[src/rtl/tgfx_sd_pkg.sv]
// rtl/tgfx_sd_pkg.sv - shared types and constants for the sector responder
package tgfx_sd_pkg;

    localparam int SECTOR_WORDS = 256;
    localparam int SECTOR_BYTES = 512;

    typedef enum logic [2:0] {
        IDLE,
        RD_FETCH,
        RD_PUT,
        WR_ADDR,
        WR_CAP,
        WR_STORE,
        DONE
    } sd_state_e;

endpackage

[src/rtl/sd_mount_ctl.sv]
// rtl/sd_mount_ctl.sv - mount edge detect, image latches and sector range check
module sd_mount_ctl
    import tgfx_sd_pkg::*;
#(
    parameter int ADDR_W = 12
) (
    input  logic        clk_sys,
    input  logic        reset_n,
    input  logic        mount_req,
    input  logic [63:0] mount_size,
    input  logic        mount_ro,
    input  logic [31:0] lba,
    output logic        img_mounted,
    output logic [63:0] img_size,
    output logic        img_readonly,
    output logic        lba_ok
);

    localparam int BYTE_SHIFT = $clog2(SECTOR_BYTES);

    logic        req_q;
    logic        mounted_q;
    logic [63:0] size_q;
    logic        ro_q;
    logic        rise;

    assign rise = mount_req & ~req_q;

    always_ff @(posedge clk_sys or negedge reset_n) begin
        if (!reset_n) begin
            req_q     <= 1'b0;
            mounted_q <= 1'b0;
            size_q    <= 64'd0;
            ro_q      <= 1'b0;
        end else begin
            req_q     <= mount_req;
            mounted_q <= rise;
            if (rise) begin
                size_q <= mount_size;
                ro_q   <= mount_ro;
            end
        end
    end

    assign img_mounted  = mounted_q;
    assign img_size     = size_q;
    assign img_readonly = ro_q;

    // An empty image (size 0) fails the first term, so no separate mounted flag is needed.
    assign lba_ok = (64'(lba) < (size_q >> BYTE_SHIFT)) && ((lba >> (ADDR_W - 8)) == 32'd0);

endmodule

[src/rtl/sd_sector_responder.sv]
// rtl/sd_sector_responder.sv - device-side sector server between core buffer and word store
module sd_sector_responder
    import tgfx_sd_pkg::*;
#(
    parameter int ADDR_W = 12,
    parameter int ST_TMO = 255
) (
    input  logic              clk_sys,
    input  logic              reset_n,
    input  logic [31:0]       sd_lba,
    input  logic              sd_rd,
    input  logic              sd_wr,
    output logic              sd_ack,
    output logic [7:0]        sd_buff_addr,
    output logic [15:0]       sd_buff_dout,
    output logic              sd_buff_wr,
    input  logic [15:0]       sd_buff_din,
    input  logic              mount_req,
    input  logic [63:0]       mount_size,
    input  logic              mount_ro,
    output logic              img_mounted,
    output logic [63:0]       img_size,
    output logic              img_readonly,
    output logic [ADDR_W-1:0] st_addr,
    output logic              st_rd,
    output logic              st_wr,
    output logic [15:0]       st_din,
    input  logic [15:0]       st_dout,
    input  logic              st_ack
);

    localparam int         LBA_W    = ADDR_W - 8;
    localparam int         TMO_W    = 16;
    localparam logic [7:0] LAST_IDX = 8'(SECTOR_WORDS - 1);

    sd_state_e        state_q, state_d;
    logic [7:0]       idx_q, idx_d;
    logic [7:0]       addr_hold_q, addr_hold_d;
    logic [LBA_W-1:0] lba_q, lba_d;
    logic             ok_q, ok_d;
    logic [15:0]      data_q, data_d;
    logic [TMO_W-1:0] tmo_q, tmo_d;
    logic             hold_q, hold_d;
    logic             lba_ok;
    logic             tmo_expired;

    sd_mount_ctl #(.ADDR_W(ADDR_W)) u_mount (
        .clk_sys      (clk_sys),
        .reset_n      (reset_n),
        .mount_req    (mount_req),
        .mount_size   (mount_size),
        .mount_ro     (mount_ro),
        .lba          (sd_lba),
        .img_mounted  (img_mounted),
        .img_size     (img_size),
        .img_readonly (img_readonly),
        .lba_ok       (lba_ok)
    );

    assign tmo_expired  = (ST_TMO != 0) && (tmo_q == TMO_W'(ST_TMO - 1));
    assign st_addr      = {lba_q, idx_q};
    assign st_din       = data_q;
    assign sd_buff_dout = data_q;

    always_ff @(posedge clk_sys or negedge reset_n) begin
        if (!reset_n) begin
            state_q     <= IDLE;
            idx_q       <= 8'd0;
            addr_hold_q <= 8'd0;
            lba_q       <= '0;
            ok_q        <= 1'b0;
            data_q      <= 16'd0;
            tmo_q       <= '0;
            hold_q      <= 1'b0;
        end else begin
            state_q     <= state_d;
            idx_q       <= idx_d;
            addr_hold_q <= addr_hold_d;
            lba_q       <= lba_d;
            ok_q        <= ok_d;
            data_q      <= data_d;
            tmo_q       <= tmo_d;
            hold_q      <= hold_d;
        end
    end

    always_comb begin
        state_d      = state_q;
        idx_d        = idx_q;
        addr_hold_d  = addr_hold_q;
        lba_d        = lba_q;
        ok_d         = ok_q;
        data_d       = data_q;
        tmo_d        = '0;
        hold_d       = 1'b0;
        sd_ack       = 1'b0;
        sd_buff_wr   = 1'b0;
        sd_buff_addr = addr_hold_q;
        st_rd        = 1'b0;
        st_wr        = 1'b0;
        case (state_q)
            IDLE: begin
                if (!hold_q && (sd_rd || sd_wr)) begin
                    lba_d   = sd_lba[LBA_W-1:0];
                    idx_d   = 8'd0;
                    ok_d    = lba_ok && (sd_rd || !img_readonly);
                    state_d = sd_rd ? RD_FETCH : WR_ADDR;
                end
            end
            RD_FETCH: begin
                sd_ack = 1'b1;
                if (!ok_q) begin
                    data_d  = 16'd0;
                    state_d = RD_PUT;
                end else begin
                    st_rd = 1'b1;
                    if (st_ack) begin
                        data_d  = st_dout;
                        state_d = RD_PUT;
                    end else if (tmo_expired) begin
                        data_d  = 16'd0;
                        state_d = RD_PUT;
                    end else begin
                        tmo_d = tmo_q + 1'b1;
                    end
                end
            end
            RD_PUT: begin
                sd_ack       = 1'b1;
                sd_buff_wr   = 1'b1;
                sd_buff_addr = idx_q;
                addr_hold_d  = idx_q;
                if (idx_q == LAST_IDX) begin
                    state_d = DONE;
                end else begin
                    idx_d   = idx_q + 8'd1;
                    state_d = RD_FETCH;
                end
            end
            WR_ADDR: begin
                sd_ack       = 1'b1;
                sd_buff_addr = idx_q;
                addr_hold_d  = idx_q;
                state_d      = WR_CAP;
            end
            WR_CAP: begin
                sd_ack  = 1'b1;
                data_d  = sd_buff_din;
                state_d = WR_STORE;
            end
            WR_STORE: begin
                sd_ack = 1'b1;
                st_wr  = ok_q;
                // Discarded writes and timed-out store writes advance just like acked ones.
                if (!ok_q || st_ack || tmo_expired) begin
                    if (idx_q == LAST_IDX) begin
                        state_d = DONE;
                    end else begin
                        idx_d   = idx_q + 8'd1;
                        state_d = WR_ADDR;
                    end
                end else begin
                    tmo_d = tmo_q + 1'b1;
                end
            end
            DONE: begin
                hold_d  = 1'b1;
                state_d = IDLE;
            end
            default: state_d = IDLE;
        endcase
    end

endmodule

[config.mk]
export PLATFORM = sky130hd
export DESIGN_NAME = sd_sector_responder
export DESIGN_NICKNAME = d
export VERILOG_FILES = /design/src/rtl/tgfx_sd_pkg.sv /design/src/rtl/sd_mount_ctl.sv /design/src/rtl/sd_sector_responder.sv
export SDC_FILE = /design/constraint.sdc
export NUM_CORES = 1
export LEC_CHECK = 0
export BUFFER_PORTS_ARGS = -buffer_cell sky130_fd_sc_hd__buf_2
export CORE_MARGIN = 3
export CORE_UTILIZATION = 54
export CTS_BUF_LIST = sky130_fd_sc_hd__clkbuf_8
export CTS_CLUSTER_SIZE = 24
export DETAILED_ROUTE_END_ITERATION = 10
export GPL_TIMING_DRIVEN = 0
export PLACE_DENSITY_LB_ADDON = 0.25
export SYNTH_ARGS = -nofsm -noshare
export SYNTH_HDL_FRONTEND = slang
export SYNTH_SLANG_ARGS = --single-unit
[constraint.sdc]
create_clock -name clk_sys -period 6.1 [get_ports clk_sys]
set_input_delay 0.61 -clock clk_sys [delete_from_list [all_inputs] [get_ports clk_sys]]
set_output_delay 0.61 -clock clk_sys [all_outputs]
set_load 0.02 [all_outputs]
# After elaboration in Yosys (flattened, before gate mapping)
# Index checks and enable logic that the tools add are counted.
dict set report classes {
  eq_ne 11
  n_reduce_logical 20
  add_sub_neg 2
  n_lt_le_gt_ge 1
  mux 29
  n_bitwise 2
}
# op count
set op_table {}
lappend op_table {{$mux 16} 7}
lappend op_table {{$pmux 16 s2} 2}
lappend op_table {{$lt 32x55->1} 1}
lappend op_table {{$logic_not 32->1} 1}
lappend op_table {{$mux 8} 4}
lappend op_table {{$pmux 8 s3} 1}
lappend op_table {{$mux 3} 7}
lappend op_table {{$pmux 3 s6} 1}
lappend op_table {{$add 16x1->16 const B} 1}
lappend op_table {{$eq 16x8->1 const B} 1}
lappend op_table {{$eq 3x3->1 const B} 3}
lappend op_table {{$add 8x1->8 const B} 1}
lappend op_table {{$eq 8x8->1 const B} 1}
lappend op_table {{$eq 3x2->1 const B} 2}
lappend op_table {{$mux 1} 6}
lappend op_table {{$reduce_and 3->1} 2}
lappend op_table {{$reduce_or 5->1} 1}
lappend op_table {{$logic_or 1x1->1} 4}
lappend op_table {{$ne 2x2->1 const B} 2}
lappend op_table {{$ne 4x4->1 const B} 1}
lappend op_table {{$reduce_and 2->1} 2}
lappend op_table {{$eq 3x1->1 const B} 1}
lappend op_table {{$logic_and 1x1->1} 3}
lappend op_table {{$logic_not 1->1} 3}
lappend op_table {{7 further kinds} 7}
dict set report word_totals {
  wordCells 77
  input_bits 135
  out_inout_bits 122
  reg_bits 124
}

# Longest topological paths before layout
# Gate-level depths: netlist of run 1.
dict set report logic_depth {
  word_depth 5
  ltp_mapped 9
  ltp_nobuf 8
}

# By module
# A second synthesis of run 1 with hierarchy kept.
dict set report unflattened {
  cells_unflattened 602
  area_unflattened_um2 6182.2
}
# module instances cells_per_inst seq_area_each_um2 area_each_um2
set modules_own_cells {}
lappend modules_own_cells {sd_mount_ctl 1 305 1676.6 3296.9}
lappend modules_own_cells {sd_sector_responder 1 297 1426.4 2885.3}

# Worst setup path after synthesis of run 1
# Ideal clock, no wire load.
dict set report synth_path {
  kind {reg2reg}
  startpoint {register tmo_q[12]}
  endpoint {register idx_q[4]}
  path_slack_ns 3.856
  arrival_time_ns 2.124
  stages_incl_launch_ff 8
  period_less_slack_ns 2.244
  path_cell_list {dfrtp_1 > or4_4 > nor4_4 > o21ai_2 > o311ai_4 > buf_6 > a21oi_1 > a31o_2}
}
dict set report synth_between {
  elab_chain_cells 4
}
# item line
set synth_lines {}
lappend synth_lines {{start, declared} sd_sector_responder.sv:42} ;# logic [TMO_W-1:0] tmo_q, tmo_d;
lappend synth_lines {{start signal, assigned} sd_sector_responder.sv:82} ;# tmo_q <= tmo_d;
lappend synth_lines {{$eq 16x8->1} sd_sector_responder.sv:60} ;# assign tmo_expired = (ST_TMO != 0) && (tmo_q == TMO_W'(ST_TMO - 1));
lappend synth_lines {{$logic_or 1x1->1} sd_sector_responder.sv:155} ;# if (!ok_q || st_ack || tmo_expired) begin
lappend synth_lines {{$ne 2x2->1 (no line)} -}
lappend synth_lines {{$reduce_and 3->1 (no line)} -}
lappend synth_lines {{end signal, assigned} sd_sector_responder.sv:77} ;# idx_q <= idx_d;
lappend synth_lines {{end, declared} sd_sector_responder.sv:37} ;# logic [7:0] idx_q, idx_d;
# No other way between the ends.
# A chain may end at the register's enable or synchronous reset.

# Final worst setup path of run 1
dict set report layout_path {
  startpoint {register state_q[2]}
  endpoint {output sd_buff_addr[2]}
}
dict set report layout_between {
  elab_chain_cells 3
  word_cells_on_any_way 4
  cone_classes {eq/ne: 2; mux: 1; reduce/logical: 1}
}
# item line
set layout_lines {}
lappend layout_lines {{start, declared} sd_sector_responder.sv:36} ;# sd_state_e state_q, state_d;
lappend layout_lines {{start signal, assigned} sd_sector_responder.sv:76} ;# state_q <= state_d;
lappend layout_lines {{$eq 3x2->1} sd_sector_responder.sv:101} ;# case (state_q)
lappend layout_lines {{$reduce_or 2->1 (no line) *} -}
lappend layout_lines {{$mux 8 *} sd_sector_responder.sv:101}
lappend layout_lines {{end, declared} sd_sector_responder.sv:14} ;# output logic [7:0] sd_buff_addr,
# Every way passes the cells marked *; elsewhere a longest branch is shown, timed or not.

==> metrics.yaml, run 1 <==
antenna_cells: 0
yosysSeqAreaShare: 0.504
cts_made_buffers: 17
start_kind: "flip-flop"
fin_setup_tns_ns: 0
grt_max_degree: 95
final_nets: 1069
first_pass_iters: 5
finalSetupViolations: 0
first_iter_violations: 392
start_util: 0.561
antenna_found_initial: 0
period_needed_ns: 2.58
core_um2: 11000
critical_path_buf_inv_count: 2
gr-usage-all-layers: 0.280
drc: 0
crit_family: "buffers and inverters"
cpMaxStageDelayCell: "mux2_2"
required_ns: 5.49
ioPinCount: 257
clock.fmax_mhz: 387
netlist_area_um2: 6160
rsz0062_at_grt: "no"
worstMarginPinSlew_ns: 0.543
maxSlewViolCount: 0
gp_congestion: 0.877
clockBufferDepth: 2
die_area_um2: 12700
ys_seq_elements: 124
finClkSkew_ns: 0.0107
synthToLayoutAreaGrowth_pct: 30.8
cp.arrival_ns: 1.97
ys.flop_type: "dfrtp_1"
drive_above_1_share: 0.390
postLayoutCoreUtil: 0.734
irDropWorstVdd_mv: 0.309
cp-end-kind: "output pin"
io_buffers: 256
p_per_area_nw_per_um2: 370
std_cell_rows: 38
clk_latency_ns: 0.44
die_h_um: 113
cp_max_fo: 10
leakage_nw: 4.06
layout_common_cells: "259 x buf_2, 124 x dfrtp_1, 94 x nand2_1"
hold_viol: 0
hpwl_mm: 13.7
worstPathCellList: "nand2b_1 -> clkbuf_1 -> mux2_2 -> buf_2"
cpPeakStageDelay_ns: 0.40
cts_setup_buffers: 0
root_buffer: "clkbuf_8"
outcome: "complete, no violations"
path_clk_slew_ns: 0.07
h-tree-depth: 4
antenna_left: 0
setup_slack_ns: 3.52
cts_tree: "yes"
cts_resized: 0
ys_warn_count: 0
wire_per_inst_um: 16.8
grt_pass1_vias: 5930
post-place-ws_ns: 3.65
drt_wl_total_mm: 17.6
grt_overflow_total: 0
synth_cells: 623
syn_area_per_cell_um2: 9.89
async_reset_ff_frac: 1.00
layout_commonest_cell: "buf_2"
crit_type: "flip-flop to output pin"
clock_sinks: 124
ctsHoldBuffers: 0
routed_via_density: 5.43
syn-num-nets: 792
yosys.cell_types.count: 48
slew_headroom: 0.638
vias: 5714
synth-edff-count: 0
min_period_over_period: 0.424
hold_class: "primary input to async pin"
maxCapViolCount: 0
grt_first_pass_wirelength_mm: 28.5
nFillCells: 821
die_w_um: 113
[power by group]
group	switching (mW)	internal, mW	total, mW	leakage (nW)
registers	0.106	0.977	1.08	1.56
clock network	0.328	0.408	0.736	0.203
logic	0.716	0.446	1.16	2.30
total	1.15	1.83	2.98	4.06
[state kept, by name (all words and copies together), names as in the netlist]
register              flops
lba_q                     4
sd_buff_dout             16
tmo_q                    16
u_mount.img_size         64
ok_q                      1
idx_q                     8
hold_q                    1
state_q                   3
addr_hold_q               8
u_mount.req_q             1
u_mount.img_mounted       1
u_mount.img_readonly      1
[synth_stat cells (3+ instances only)]
cell      count  area [um^2]
ha_1         34          425
a21oi_1      22          110
nand2b_1      6         37.5
nor4_1       14         87.6
nand3_1      25          125
and3_1        7         43.8
xnor2_1       4         35.0
clkbuf_1     22         82.6
nand2_1      94          353
xor2_1        9         78.8
nand4_1      11         68.8
nor2_1       52          195
a21o_1        3         22.5
a31oi_1      17          106
dfrtp_1     124         3100
buf_4        16          120
buf_2         3         15.0
mux2_2       39          439
o21ai_0      45          225
inv_1        37          139
nor2b_1       4         25.0
[stage by stage]
stage               total power, mW  hold WS [ns]  area (um^2)  std cells
floorplan                      1.85         0.314         6160        623
global placement               2.22         0.458         7620       1019
detailed placement             2.25         0.463         7650       1020
CTS                            2.99        0.0206         8050       1051
global route                   3.16        0.0242         8060       1052
finish                         2.98        0.0365         8060       1052
[per-layer routing]
layer	GRT usage	wire length, um
met1	0.329	6760
met2	0.472	8860
met3	0.0909	1480
met4	0.121	535
met5	0	0
[layout make-up]
class | count | area [um^2] | area share
tap | 140 | 175 | 0.0217
clock buffer | 18 | 248 | 0.0307
sequential | 124 | 3100 | 0.385
clock inverter | 13 | 153 | 0.0189
multi-input combinational | 419 | 2690 | 0.334
inverter | 37 | 139 | 0.0172
timing repair buffer | 258 | 1320 | 0.164
buffer | 43 | 233 | 0.0289
[worst paths after layout]
kind / start / end / slack (ns) / cells after the start
hold / removal: reset_n / addr_hold_q[6]$_DFF_PN0_ / 0.04 / 1
hold reg to reg: lba_q[3]$_DFFE_PN0P_ / lba_q[3]$_DFFE_PN0P_ / 0.48 / 2
setup / recovery: state_q[2]$_DFFE_PN0P_ / sd_buff_addr[2] / 3.52 / 4
min in group clk_sys: mount_req / u_mount.req_q$_DFF_PN0_ / 0.28 / 1
setup reg to reg: tmo_q[13]$_DFF_PN0_ / sd_buff_dout[14]$_DFFE_PN0P_ / 3.60 / 6
max in group asynchronous: reset_n / u_mount.img_size[25]$_DFFE_PN0P_ / 5.31 / 2
[kinds of logic after synthesis]
kind of cell	Yosys count	share of synthesized area
AND/OR/NAND/NOR	229	0.175
flip-flops	124	0.504
AO/OA/AOI/OAI	102	0.0993
buffers and inverters	80	0.0603
multiplexers	41	0.0745
adder cells (fa/ha/maj)	34	0.0690
XOR/XNOR	13	0.0185
Power figures use the tool's default switching activity.
==> run 2, diff against run 1 <==
--- a/config.mk
+++ b/config.mk
@@ -7,7 +7,7 @@
 export LEC_CHECK = 0
 export BUFFER_PORTS_ARGS = -buffer_cell sky130_fd_sc_hd__buf_2
 export CORE_MARGIN = 3
-export CORE_UTILIZATION = 54
+export CORE_UTILIZATION = 50
 export CTS_BUF_LIST = sky130_fd_sc_hd__clkbuf_8
 export CTS_CLUSTER_SIZE = 24
 export DETAILED_ROUTE_END_ITERATION = 10
==> constraint.sdc (replaced) <==
create_clock -name clk_sys -period 2.7 [get_ports clk_sys]
set_input_delay 0.27 -clock clk_sys [delete_from_list [all_inputs] [get_ports clk_sys]]
set_output_delay 0.27 -clock clk_sys [all_outputs]
set_load 0.02 [all_outputs]
==> run 2 against run 1 <==
Against the previous run: sequential power increased by 130%; sequential share of layout area decreased by 0.41 points; clock skew decreased by 0.00079 ns; critical path depth increased by 3; clock power increased by 150%; total power increased by 130%; cell area increased by 1.1%; die area increased by 7.6%; global-route usage decreased by 2.3 points; via count increased by 0.74%; highest routed layer unchanged; wire length decreased by 0.46%.
==> metrics.yaml, run 2 (synthesis gave the netlist of run 1 again) <==
die_w_um: 117  # +3.7%
power_mw: 6.91  # +130%
core_um2: 11700  # +6.6%
nFillCells: 897  # +9.3%
slew_headroom: 0.364  # -0.274
routed_via_density: 5.45  # +0.26%
min_from: "mount_size[38]"
post-place-ws_ns: 0.228  # -3.42 ns
cp.arrival_ns: 2.75  # +0.78 ns
antenna_left: 0  # unchanged
first_iter_violations: 398  # +1.5%
ioPinCount: 257  # unchanged
largest_register_ffs: 64  # unchanged
required_ns: 3.03  # -2.46 ns
die_h_um: 117  # +3.7%
whs_ns: 0.0277  # -0.00883 ns
regToRegStartpoint: "tmo_q[12]$_DFF_PN0_"
antenna_cells: 0  # unchanged
vias: 5756  # +0.74%
synthToLayoutAreaGrowth_pct: 32.2
drt_wl_total_mm: 17.6  # -0.46%
clock.fmax_mhz: 412
hpwl_mm: 13.7  # -0.46%
grt_max_degree: 75  # -21%
finClkSkew_ns: 0.00993  # -0.000795 ns
outcome: "complete, no violations"
gp_congestion: 0.906  # +3.3%
cts_tree: "yes"
cp_max_fo: 10  # unchanged
cts_made_buffers: 17  # unchanged
crit_type: "flip-flop to flip-flop"
rsz0062_at_grt: "no"
start_util: 0.526  # -0.0349
setup_slack_ns: 0.275  # -3.24 ns
gr-usage-all-layers: 0.257  # -0.0229
min_period_over_period: 0.898
grt_first_pass_wirelength_mm: 27.4  # -3.8%
io_buffers: 256  # unchanged
p_clk_frac: 0.264  # +0.017
pwr-share-comb: 0.381  # -0.009
die_area_um2: 13700  # +7.6%
seqPwrFrac: 0.354  # -0.009
grt_pass1_vias: 5713  # -3.7%
drc: 0  # unchanged
postLayoutCoreUtil: 0.696  # -0.0381
hold_class: "primary input to flip-flop"
clock_sinks: 124  # unchanged
cp-end-kind: "flip-flop"
worstMarginPinSlew_ns: 0.946  # +0.403 ns
wire_per_inst_um: 16.6  # -0.93%
fin_setup_tns_ns: 0  # unchanged
antenna_found_initial: 0  # unchanged
cts_setup_buffers: 0  # unchanged
std_cell_rows: 39  # +2.6%
start_kind: "flip-flop"
period_needed_ns: 2.42
layout_commonest_cell: "buf_2"
final_nets: 1071  # +0.19%
root_buffer: "clkbuf_8"
h-tree-depth: 4  # unchanged
grt_overflow_total: 0  # unchanged
switching_share: 0.375  # -0.0109
internal_power_mw: 4.32  # +140%
maxCapViolCount: 0  # unchanged
finalSetupViolations: 0  # unchanged
p_per_area_nw_per_um2: 848  # +130%
crit_path_start: "tmo_q[12]$_DFF_PN0_"
irDropWorstVdd_mv: 0.494  # +60%
hold_viol: 0  # unchanged
maxSlewViolCount: 0  # unchanged
layout_common_cells: "258 x buf_2, 124 x dfrtp_1, 94 x nand2_1"
path_clk_slew_ns: 0.07  # about the same
clk_latency_ns: 0.43  # about the same
clockBufferDepth: 2  # unchanged
first_pass_iters: 5  # unchanged
drive_above_1_share: 0.392  # +0.00133
p_sw_mw: 2.59  # +130%
leakage_nw: 4.10  # +0.95%
-- run 2: worst max-delay path: stages (launching register included) --
cell      delay (ns)
dfrtp_1         0.41
or4_4           0.55
nor4_4          0.35
o21ai_2         0.14
o311ai_4        0.38
buf_6           0.20
a21oi_1         0.08
a31o_2          0.21
-- run 2: layout make-up --
class	instances	area (um^2)	share of cell area
inverters	37	139	0.0171
repair buffers	260	1350	0.165
plain buffers	43	234	0.0287
clock inverters	10	163	0.0200
well taps	143	179	0.0220
multi-input cells	419	2690	0.331
flip-flops and latches	124	3100	0.381
clock buffers	21	289	0.0355
-- run 2: power by group through the flow --
stage	Sequential (mW)	Clock [mW]	Combinational [mW]
floorplan	2.82	0	1.36
detailed placement	2.48	0	2.63
CTS	2.45	1.86	2.64
global route	2.50	1.96	2.88
global placement	2.46	0	2.56
finish	2.45	1.83	2.64
-- run 2: per-layer routing --
layer  global-route usage  routed length, um
met1                0.308               6890
met2                0.436               8900
met3               0.0833               1400
met4               0.0925                371
met5                    0                  0
-- run 2: per-stage QoR --
stage                     cells  area, um^2
after floorplan             623        6160
after global placement     1022        7620
after detailed placement   1023        7660
after CTS                  1056        8130
after global routing       1057        8150
final                      1057        8150
-- run 2: worst paths after layout --
kind / to / slack [ns] / depth (start not counted)
max: idx_q[4]$_DFFE_PN0P_ / 0.28 / 7
min: u_mount.img_size[38]$_DFFE_PN0P_ / 0.03 / 3
max reg2reg: idx_q[4]$_DFFE_PN0P_ / 0.28 / 7
min reg2reg: lba_q[0]$_DFFE_PN0P_ / 0.48 / 2
max in group asynchronous: u_mount.img_size[21]$_DFFE_PN0P_ / 1.63 / 3
min in group asynchronous: tmo_q[7]$_DFF_PN0_ / 0.36 / 2
-- run 2: repair_timing --
item,in CTS,in global routing
resized for setup,0,2
hold endpoints to repair,51,1
hold buffers,2,1
setup endpoints to repair,0,3
==> run 3, diff against run 2 <==
--- a/config.mk
+++ b/config.mk
@@ -7,8 +7,7 @@
 export LEC_CHECK = 0
 export BUFFER_PORTS_ARGS = -buffer_cell sky130_fd_sc_hd__buf_2
 export CORE_MARGIN = 3
-export CORE_UTILIZATION = 50
-export CTS_BUF_LIST = sky130_fd_sc_hd__clkbuf_8
+export CORE_UTILIZATION = 49
 export CTS_CLUSTER_SIZE = 24
 export DETAILED_ROUTE_END_ITERATION = 10
 export GPL_TIMING_DRIVEN = 0
==> run 3 against run 2 <==
Against the previous run: largest cell class unchanged; first-iteration DRC count decreased by 33%; critical path type unchanged; wire length fell by 0.97%; die area is 1.9% higher; count of clock-buffer cells in the layout rose by 3; largest power group unchanged; via count down 2.3%; highest routed layer unchanged; hold slack improved by 0.019 ns; fmax about the same; setup slack got worse by 0.00084 ns.
==> metrics.yaml, run 3 (synthesis gave the netlist of run 1 again) <==
post-place-ws_ns: 0.243  # +0.0152 ns
die_area_um2: 14000  # +1.9%
clk_latency_ns: 0.42  # about the same
clock_sinks: 124  # unchanged
clock.fmax_mhz: 412  # about the same
grt_pass1_vias: 5831  # +2.1%
die_h_um: 118  # +0.96%
h-tree-depth: 4  # unchanged
drive_above_1_share: 0.391  # about the same
crit_family: "simple AND/OR/NAND/NOR gates"
grt_first_pass_wirelength_mm: 28.4  # +3.6%
largest_register_ffs: 64  # unchanged
grt_overflow_total: 0  # unchanged
start_util: 0.507  # -0.0195
slew_headroom: 0.344  # -0.0204
maxSlewViolCount: 0  # unchanged
antenna_left: 0  # unchanged
finalSetupViolations: 0  # unchanged
antenna_cells: 0  # unchanged
synthToLayoutAreaGrowth_pct: 34.9
wire_per_inst_um: 16.1  # -3.1%
placedCellCount: 1048  # +2.4%
cpMaxStageDelayCell: "or4_4"
ioPinCount: 257  # unchanged
core_um2: 12200  # +3.8%
root_buffer: "clkbuf_16"
placed_area_um2: 7690  # +0.41%
std_cell_rows: 40  # +2.6%
finClkSkew_ns: 0.00851  # -0.00142 ns
whs_ns: 0.0469  # +0.0192 ns
drt_wl_total_mm: 17.4  # -0.97%
start_kind: "flip-flop"
rsz0062_at_grt: "no"
gr-usage-all-layers: 0.254  # -0.00356
die_w_um: 118  # +0.96%
maxCapViolCount: 0  # unchanged
worstMarginPinSlew_ns: 0.976  # +0.0304 ns
postLayoutCellArea_um2: 8310  # +2.0%
drc: 0  # unchanged
hold_viol: 0  # unchanged
first_iter_violations: 265  # -33%
leakage_nw: 4.16  # +1.6%
hold_class: "primary input to flip-flop"
antenna_found_initial: 0  # unchanged
fin_setup_tns_ns: 0  # unchanged
min_period_over_period: 0.898  # about the same
outcome: "complete, no violations"
cp-end-kind: "flip-flop"
io_buffers: 256  # unchanged
cts_setup_buffers: 0  # unchanged
cp_max_fo: 10  # unchanged
cts_made_buffers: 17  # unchanged
period_needed_ns: 2.43  # +0.000844 ns
clockBufferDepth: 2  # unchanged
worstPathCellList: "or4_4 -> nor4_4 -> o21ai_2 -> o311ai_4 -> buf_6 -> a21oi_1 -> a31o_2"
power_mw: 7.34  # +6.3%
path_clk_slew_ns: 0.06  # about the same
p_per_area_nw_per_um2: 884  # +4.1%
irDropWorstVdd_mv: 0.554  # +12%
setup_slack_ns: 0.274  # -0.000844 ns
required_ns: 3.01  # -0.02 ns
grt_max_degree: 83  # +11%
hpwl_mm: 13.1  # -3.8%
routed_via_density: 5.21  # -4.3%
gp_congestion: 0.850  # -6.2%
first_pass_iters: 7  # +2
critical_path_buf_inv_count: 1  # unchanged
cp.arrival_ns: 2.73  # -0.02 ns
postLayoutCoreUtil: 0.683  # -0.0122
nFillCells: 979  # +9.1%
cts_tree: "yes"
final_nets: 1070  # -0.093%
layout_commonest_cell: "buf_2"
crit_type: "flip-flop to flip-flop"
vias: 5626  # -2.3%
fin_cells: 1080  # +2.2%
layout_common_cells: "258 x buf_2, 124 x dfrtp_1, 94 x nand2_1"
cpPeakStageDelay_ns: 0.55  # about the same
## run 3: changes by cell type in the layout (fill, tap and decap cells not counted), moves of 2 or more
cell	previous run	this run
clkbuf_16	0	17
clkbuf_8	21	6
bufinv_16	4	2
clkinv_2	1	3
## run 3: worst paths after layout
path	startpoint	to	slack (ns)	cells after the start
hold reg to reg	lba_q[2]$_DFFE_PN0P_	lba_q[2]$_DFFE_PN0P_	0.47	2
setup reg to reg	tmo_q[12]$_DFF_PN0_	idx_q[2]$_DFFE_PN0P_	0.27	7
setup / recovery	tmo_q[12]$_DFF_PN0_	idx_q[2]$_DFFE_PN0P_	0.27	7
min in group asynchronous	reset_n	u_mount.img_size[55]$_DFFE_PN0P_	0.34	2
max in group asynchronous	reset_n	tmo_q[13]$_DFF_PN0_	1.63	3
hold / removal	mount_size[39]	u_mount.img_size[39]$_DFFE_PN0P_	0.05	3
## run 3: routing by layer
layer	wire (um)	part of all wire	global-route usage	up-vias
met2	8550	0.49	0.428	240
li1	-	-	-	2685
met3	1410	0.081	0.0770	33
met4	448	0.026	0.103	0
met1	6990	0.40	0.303	2668
met5	0	0	0	-
## run 3: worst register-to-register path: stages, from the launching register on
cell and delay (ns):
dfrtp_1 0.40, or4_4 0.56, nor4_4 0.35, o21ai_2 0.14, o311ai_4 0.38, buf_6 0.20, a21oi_1 0.07, a31o_2 0.22
## run 3: what timing repair did
item                                   4_1_cts  5_1_grt
setup endpoints to repair                    0       10
gates resized for setup                      0        2
endpoints found under the hold margin       43        0
hold buffers                                 2        0
## run 3: where the power goes
group	internal [mW]	switching, mW
sequential	2.21	0.232
clock	1.49	0.795
combinational	1.01	1.61
## run 3: area by class of cell
cell class / count / area, um^2 / area share
plain buffers: 43 / 234 / 0.0282
well taps: 168 / 210 / 0.0253
clock inverters: 6 / 83.8 / 0.0101
clock buffers: 24 / 512 / 0.0616
repair buffers: 259 / 1340 / 0.161
multi-input cells: 419 / 2690 / 0.324
flip-flops and latches: 124 / 3100 / 0.373
inverters: 37 / 139 / 0.0167
